$ cat src/rtl/md_pkg.sv
// Shared definitions for the HI/LO multiply/divide unit: opcodes, FSM
// state encoding and small opcode-classification helpers.
// Optional feature macro: MD_ACCUM_EN (enables MADD/MADDU/MSUB/MSUBU).
package md_pkg;

  localparam logic [3:0] MD_NOP   = 4'd0;
  localparam logic [3:0] MD_MULTU = 4'd1;
  localparam logic [3:0] MD_MULT  = 4'd2;
  localparam logic [3:0] MD_DIVU  = 4'd3;
  localparam logic [3:0] MD_DIV   = 4'd4;
  localparam logic [3:0] MD_MFLO  = 4'd5;
  localparam logic [3:0] MD_MFHI  = 4'd6;
  localparam logic [3:0] MD_MTHI  = 4'd7;
  localparam logic [3:0] MD_MTLO  = 4'd8;
  localparam logic [3:0] MD_MADDU = 4'd9;
  localparam logic [3:0] MD_MADD  = 4'd10;
  localparam logic [3:0] MD_MSUBU = 4'd11;
  localparam logic [3:0] MD_MSUB  = 4'd12;

  typedef enum logic [1:0] {
    S_IDLE = 2'd0,
    S_MUL  = 2'd1,
    S_DIV  = 2'd2,
    S_FIX  = 2'd3
  } md_state_t;

  // Multi-cycle ops: these raise busy and occupy the FSM.
  function automatic logic is_long_op(input logic [3:0] op);
    case (op)
      MD_MULTU, MD_MULT, MD_DIVU, MD_DIV: is_long_op = 1'b1;
`ifdef MD_ACCUM_EN
      MD_MADDU, MD_MADD, MD_MSUBU, MD_MSUB: is_long_op = 1'b1;
`else
      MD_MADDU, MD_MADD, MD_MSUBU, MD_MSUB: is_long_op = 1'b0;
`endif
      default: is_long_op = 1'b0;
    endcase
  endfunction

  function automatic logic is_div_op(input logic [3:0] op);
    is_div_op = (op == MD_DIVU) || (op == MD_DIV);
  endfunction

  function automatic logic is_signed_op(input logic [3:0] op);
    is_signed_op = (op == MD_MULT) || (op == MD_DIV) ||
                   (op == MD_MADD) || (op == MD_MSUB);
  endfunction

endpackage

$ cat src/rtl/md_div_iter.sv
// Iterative radix-2 restoring divider: WIDTH shift-subtract steps on the
// operand magnitudes, then one FIX cycle in which done=1 and quot/rem carry
// the sign-corrected result (plus divide-by-zero override).
module md_div_iter #(
  parameter int WIDTH = 32
) (
  input  logic             clk,
  input  logic             reset,
  input  logic             start,
  input  logic             signed_op,
  input  logic [WIDTH-1:0] dividend,
  input  logic [WIDTH-1:0] divisor,
  output logic             done,
  output logic [WIDTH-1:0] quot,
  output logic [WIDTH-1:0] rem
);

  localparam int CNTW = $clog2(WIDTH + 1);

  logic [WIDTH-1:0] rem_r, quo_r, dvs_r;
  logic [CNTW-1:0]  cnt_r;
  logic             run_r, fix_r, neg_q_r, neg_r_r, dz_r;
  logic [WIDTH:0]   rem_sh, trial;

  // One restoring step: shift in the next dividend bit and trial-subtract.
  always_comb begin
    rem_sh = {rem_r, quo_r[WIDTH-1]};
    trial  = rem_sh - {1'b0, dvs_r};
  end

  // Operand capture, iteration and FIX-phase sequencing.
  // NOTE: state registers use non-blocking assignments so every flop samples pre-edge values.
  always_ff @(posedge clk or negedge reset) begin
    if (!reset) begin
      rem_r   <= '0;
      quo_r   <= '0;
      dvs_r   <= '0;
      cnt_r   <= '0;
      run_r   <= 1'b0;
      fix_r   <= 1'b0;
      neg_q_r <= 1'b0;
      neg_r_r <= 1'b0;
      dz_r    <= 1'b0;
    end else begin
      fix_r <= 1'b0;
      if (start) begin
        rem_r   <= '0;
        quo_r   <= (signed_op && dividend[WIDTH-1]) ? -dividend : dividend;
        dvs_r   <= (signed_op && divisor[WIDTH-1])  ? -divisor  : divisor;
        neg_q_r <= signed_op && (dividend[WIDTH-1] ^ divisor[WIDTH-1]);
        neg_r_r <= signed_op && dividend[WIDTH-1];
        dz_r    <= (divisor == '0);
        cnt_r   <= CNTW'(WIDTH);
        run_r   <= 1'b1;
      end else if (run_r) begin
        // A clear top bit of trial means no borrow: the divisor fits.
        rem_r <= trial[WIDTH] ? rem_sh[WIDTH-1:0] : trial[WIDTH-1:0];
        quo_r <= {quo_r[WIDTH-2:0], ~trial[WIDTH]};
        cnt_r <= cnt_r - CNTW'(1);
        if (cnt_r == CNTW'(1)) begin
          run_r <= 1'b0;
          fix_r <= 1'b1;
        end
      end
    end
  end

  assign done = fix_r;

  // Sign fix-up. With a zero divisor every trial succeeds, so rem_r ends up
  // holding |dividend| and re-applying the dividend sign returns d1 exactly;
  // only the quotient needs overriding. The -2^(W-1)/-1 overflow case falls
  // out naturally: magnitude 2^(W-1), negated, is again -2^(W-1), rem 0.
  // NOTE: every output gets a value on every path, so no latch is inferred.
  always_comb begin
    quot = neg_q_r ? -quo_r : quo_r;
    rem  = neg_r_r ? -rem_r : rem_r;
    if (dz_r) quot = '1;
  end

endmodule

$ cat src/rtl/mul_div_unit.sv
// HI/LO multiply/divide unit for the EX stage. Owns HI/LO, runs the
// fixed-latency multiplier countdown, issues divides to md_div_iter and
// flags rejected issues. Optional macro: MD_ACCUM_EN (MADD/MSUB family).
module mul_div_unit
  import md_pkg::*;
#(
  parameter int WIDTH   = 32,
  parameter int MUL_LAT = 5
) (
  input  logic             clk,
  input  logic             reset,
  input  logic             start,
  input  logic [3:0]       md_op,
  input  logic [WIDTH-1:0] d1,
  input  logic [WIDTH-1:0] d2,
  output logic             busy,
  output logic [WIDTH-1:0] md_out,
  output logic             illegal
);

  localparam int CNT_MAX = (WIDTH > MUL_LAT) ? WIDTH - 1 : MUL_LAT - 1;
  localparam int CW      = $clog2(CNT_MAX + 1);

  md_state_t          state;
  logic [CW-1:0]      cnt;
  logic [WIDTH-1:0]   hi, lo, a_r, b_r;
  logic [3:0]         op_r;
  logic [2*WIDTH-1:0] a_ext, b_ext, product, mul_res;
  logic               issue, div_start, div_signed, div_done;
  logic [WIDTH-1:0]   div_quot, div_rem;

  assign issue      = start && (state == S_IDLE) && is_long_op(md_op);
  assign div_start  = issue && is_div_op(md_op);
  assign div_signed = is_signed_op(md_op);

  md_div_iter #(.WIDTH(WIDTH)) u_div (
    .clk       (clk),
    .reset     (reset),
    .start     (div_start),
    .signed_op (div_signed),
    .dividend  (d1),
    .divisor   (d2),
    .done      (div_done),
    .quot      (div_quot),
    .rem       (div_rem)
  );

  // Full-width product from the latched operands; truncation to 2*WIDTH
  // makes one multiplier serve both signed and unsigned ops.
  always_comb begin
    a_ext   = is_signed_op(op_r) ? {{WIDTH{a_r[WIDTH-1]}}, a_r} : {{WIDTH{1'b0}}, a_r};
    b_ext   = is_signed_op(op_r) ? {{WIDTH{b_r[WIDTH-1]}}, b_r} : {{WIDTH{1'b0}}, b_r};
    product = a_ext * b_ext;
  end

  // Value written to {HI,LO} when the multiply countdown expires.
  always_comb begin
`ifdef MD_ACCUM_EN
    case (op_r)
      MD_MADDU, MD_MADD: mul_res = {hi, lo} + product;
      MD_MSUBU, MD_MSUB: mul_res = {hi, lo} - product;
      default:           mul_res = product;
    endcase
`else
    mul_res = product;
`endif
  end

  // Issue control, HI/LO writes, latency counting and the illegal pulse.
  // NOTE: HI/LO are architectural state and are cleared by reset, not left to power-up.
  always_ff @(posedge clk or negedge reset) begin
    if (!reset) begin
      state   <= S_IDLE;
      cnt     <= '0;
      hi      <= '0;
      lo      <= '0;
      a_r     <= '0;
      b_r     <= '0;
      op_r    <= MD_NOP;
      busy    <= 1'b0;
      illegal <= 1'b0;
    end else begin
      illegal <= start && busy &&
                 (is_long_op(md_op) || md_op == MD_MTHI || md_op == MD_MTLO);
      case (state)
        S_IDLE: begin
          if (issue) begin
            a_r  <= d1;
            b_r  <= d2;
            op_r <= md_op;
            busy <= 1'b1;
            if (is_div_op(md_op)) begin
              state <= S_DIV;
              cnt   <= CW'(WIDTH - 1);
            end else begin
              state <= S_MUL;
              cnt   <= CW'(MUL_LAT - 1);
            end
          end else if (start && md_op == MD_MTHI) begin
            hi <= d1;
          end else if (start && md_op == MD_MTLO) begin
            lo <= d1;
          end
        end
        S_MUL: begin
          if (cnt == '0) begin
            {hi, lo} <= mul_res;
            busy     <= 1'b0;
            state    <= S_IDLE;
          end else begin
            cnt <= cnt - CW'(1);
          end
        end
        S_DIV: begin
          if (cnt == '0) state <= S_FIX;
          else           cnt   <= cnt - CW'(1);
        end
        S_FIX: begin
          if (div_done) begin
            {hi, lo} <= {div_rem, div_quot};
            busy     <= 1'b0;
            state    <= S_IDLE;
          end
        end
        default: begin
          state <= S_IDLE;
          busy  <= 1'b0;
        end
      endcase
    end
  end

  // Combinational HI/LO read port.
  always_comb begin
    if (md_op == MD_MFLO)      md_out = lo;
    else if (md_op == MD_MFHI) md_out = hi;
    else                       md_out = '0;
  end

endmodule
$ cat config.mk
export PLATFORM = sky130hd
export DESIGN_NAME = mul_div_unit
export DESIGN_NICKNAME = d
export VERILOG_FILES = /design/src/rtl/md_pkg.sv /design/src/rtl/md_div_iter.sv /design/src/rtl/mul_div_unit.sv
export SDC_FILE = /design/constraint.sdc
export NUM_CORES = 2
export LEC_CHECK = 0
export ABC_AREA = 1
export ABC_CLOCK_PERIOD_IN_PS = 10200
export CAP_MARGIN = 20
export CELL_PAD_IN_SITES_DETAIL_PLACEMENT = 0
export CELL_PAD_IN_SITES_GLOBAL_PLACEMENT = 1
export CORE_ASPECT_RATIO = 1.25
export CORE_MARGIN = 2
export CORE_UTILIZATION = 50
export DETAILED_ROUTE_END_ITERATION = 6
export GPL_TIMING_DRIVEN = 0
export PLACE_DENSITY_LB_ADDON = 0.05
export SYNTH_ARGS = -nofsm -noshare
export SYNTH_HDL_FRONTEND = slang
export SYNTH_SLANG_ARGS = --single-unit
export TNS_END_PERCENT = 10
$ cat constraint.sdc
create_clock -name clk -period 10.2 [get_ports clk]
set_input_delay 1.53 -clock clk [delete_from_list [all_inputs] [get_ports clk]]
set_output_delay 1.53 -clock clk [all_outputs]
set_load 0.1 [all_outputs]
==> results by group <==
STA
  • Worst relative slew slack: 18.7%
  • Final hold viol count: 0
  • Final worst slack: between 0.08 and 0.09 ns
  • Least-Margin Pin Slew: 1.22 ns
  • Final setup fails: 0
  • Clk_skew: 0.0313 ns
  • RSZ-0062 raised after global routing: no
  • Crit share post-route: 99.1%
  • Fin crit period: 10.11 ns
  • TNS Setup: 0 ns
  • Fin. max-slew vios: 0
  • Max frequency: 98.9 MHz

Drt
  • ANT nets after route: 0
  • Drt total wl: 282000 µm
  • Drt wl/cell: approximately 27 µm
  • Remaining DRCs: 2
  • DRT iter0 DRCs: 5042
  • Vias: 56.7k
  • Drt via density: ~5.5
  • Number of detailed-route iterations in the first pass: 7

Clock tree
  • H-tree levels: 1
  • Cts bufs inserted: 26
  • Clock Path Buffers: 3
  • CTS sink count: 247
  • Clock Tree Root: clkbuf_16
  • Worst-skew pair later-pin latency: 0.62 ns
  • Worst-path clk slew: 0.07 ns
  • CTS tree: yes

Setup path
  • CP peak stage delay: 0.84 ns
  • CP Capture Type: flop
  • CP arrival: around 11 ns
  • Setup Crit Path Kind: flop to flop
  • CP Data Required Time: between 10 and 15 ns
  • Crit path launch type: flop
  • Top cell by count, worst path: fa_1
  • Reg2reg setup slack: 0.09 ns
  • Crit path max-delay cell type: clkbuf_1
  • Critical Path Fanout Max: 10

Synthesis
  • Synthesized net count: just over 10k
  • Syn Inst Count: 8444
  • Synth cell count leaders: 2446 x inv_1, 1934 x nand2_1, 1420 x fa_1, 419 x nor2_1, 352 x ha_1
  • EDFF count, synth: 0
  • Synth area leader: fa_1
  • Most common cell in the netlist: inv_1
  • Most used DFF post-synth: dfrtp_1
  • Synth Area per Inst: approximately 7.8 µm²
  • Sequential area share after synthesis: 9.38%
  • FF+latch count, synth: 247
  • Synth top area cells: fa_1 43%, inv_1 14%, nand2_1 11%
  • Count of cell types in the netlist: 58
  • Share of the synthesized area in the top cell type: 43.2%
  • Synthesized area: roughly 66000 µm²
  • Warnings from Yosys: 0
  • Synth async-reset ratio: between 90% and 100%

GRT
  • Global-route wire length before repair: 408000 µm
  • Gr usage total: 42.9%
  • Number of global-route vias before repair: 60.4k
  • Grt total ovfl: 0
  • Antenna violations before repair: 3
  • Largest net degree at the start of global routing: 103

Die
  • Top Ports: 105
  • Core area: 131000 µm²
  • # rows: 148
  • DIE HEIGHT: 410 µm
  • Starting Density: 50.5%
  • Die X: 329 µm
  • Die ar.: 135000 µm²

Final layout
  • Nets: roughly 10k
  • Share of cells above drive strength 1: under 10%
  • Final core occ: between 50% and 60%
  • Layout area overhead: 7.59%

Place
  • Number of port buffers: 104
  • Routability cong.: 1.05
  • DP Wirelength: 245000 µm
  • DP Worst Slack: -2.54 ns

Run status
  • Failing checks: design-rule violations
  • Status: finished with violations

Flow run
  • # Max-Cap Violations: 0

Worst hold path
  • Hold Path Class: flop to flop
==> stage by stage <==
step	std cells	hold slack [ns]	area, µm²
global placement	10300	0.474	69100
global route	10400	0.509	70800
floorplan	8444	0.450	65900
CTS	10300	0.496	70500
detailed placement	10300	0.473	69400
finish	10400	0.497	70900
==> area by class of cell <==
type / count / area [µm²]
flip-flops and latches: 247 / 6180
diodes: 7 / 17.5
multi-input cells: 5386 / 49300
clock inverters: 17 / 189
well taps: 1725 / 2160
repair buffers: 148 / 1560
plain buffers: 340 / 1470
fillers: 12800 / 59700
inverters: 2458 / 9240
clock buffers: 30 / 706
==> flip-flops by register name, summed over array words and instances, names as in the netlist, 2 cells and up <==
name and cells:
a_r 32, b_r 32, cnt 5, hi 32, lo 32, op_r 3, state 2, u_div.cnt_r 6
u_div.dvs_r 32, u_div.quo_r 32, u_div.rem_r 32
==> worst max-delay path: cells and delay by family (launching register included) <==
| kind | cells | cell delay [ns] |
|---|---|---|
| adders and majority gates | 11 | 5.53 |
| DFF | 1 | 0.33 |
| buffers and inverters | 5 | 1.61 |
| AOI/OAI and AO/OA | 5 | 1.63 |
| and+or+nand+nor | 6 | 0.86 |
==> cell usage in the layout (no fill, tap or decap), types with 196 or more instances in the layout <==
cell	n
ha_1	345
fa_1	1408
dfrtp_1	245
nand3_1	232
nor2_1	404
o21ai_0	276
inv_1	2440
nand2_1	1932
a21oi_1	196
clkbuf_1	243
==> worst paths after layout <==
path	startpoint	end	depth (start not counted)
worst max-delay path	a_r[18]	hi[6]	27
worst max register to register	a_r[18]	hi[6]	27
max in group asynchronous	reset	u_div.quo_r[22]	3
min in group asynchronous	reset	u_div.dvs_r[13]	1
worst min register to register	hi[6]	hi[6]	2
worst min-delay path	hi[6]	hi[6]	2
==> kinds of logic (layout without fill, tap and decap cells) <==
logic type               count (synthesis)  in the layout  synth area share [%]
other                                    0              7                     0
AND/OR/NAND/NOR                       2768           2768                  16.9
buffers and inverters                 2811           2993                  16.1
XOR/XNOR                                86             86                  1.14
adder cells (fa/ha/maj)               1772           1772                  49.8
AO/OA/AOI/OAI                          760            760                  6.58
flip-flops                             247            247                  9.38
==> repair_timing <==
item | CTS | global route
pin swaps | 3 | 17
buffers inserted | 5 | 17
hold buffers | 0 | 0
setup endpoints to repair | 31 | 31
resized for setup | 71 | 162
==> metal layers <==
layer / global-route usage, % / routed length (µm) / up-vias
li1: - / - / 24700
met1: 48.8 / 97500 / 28300
met2: 70.3 / 132000 / 2768
met3: 8.27 / 23700 / 879
met4: 34.6 / 29200 / 4
met5: 0 / 36 / -
Power is not shown: default switching activity piles up to over one toggle a cycle in this logic, so the estimate is an artifact.
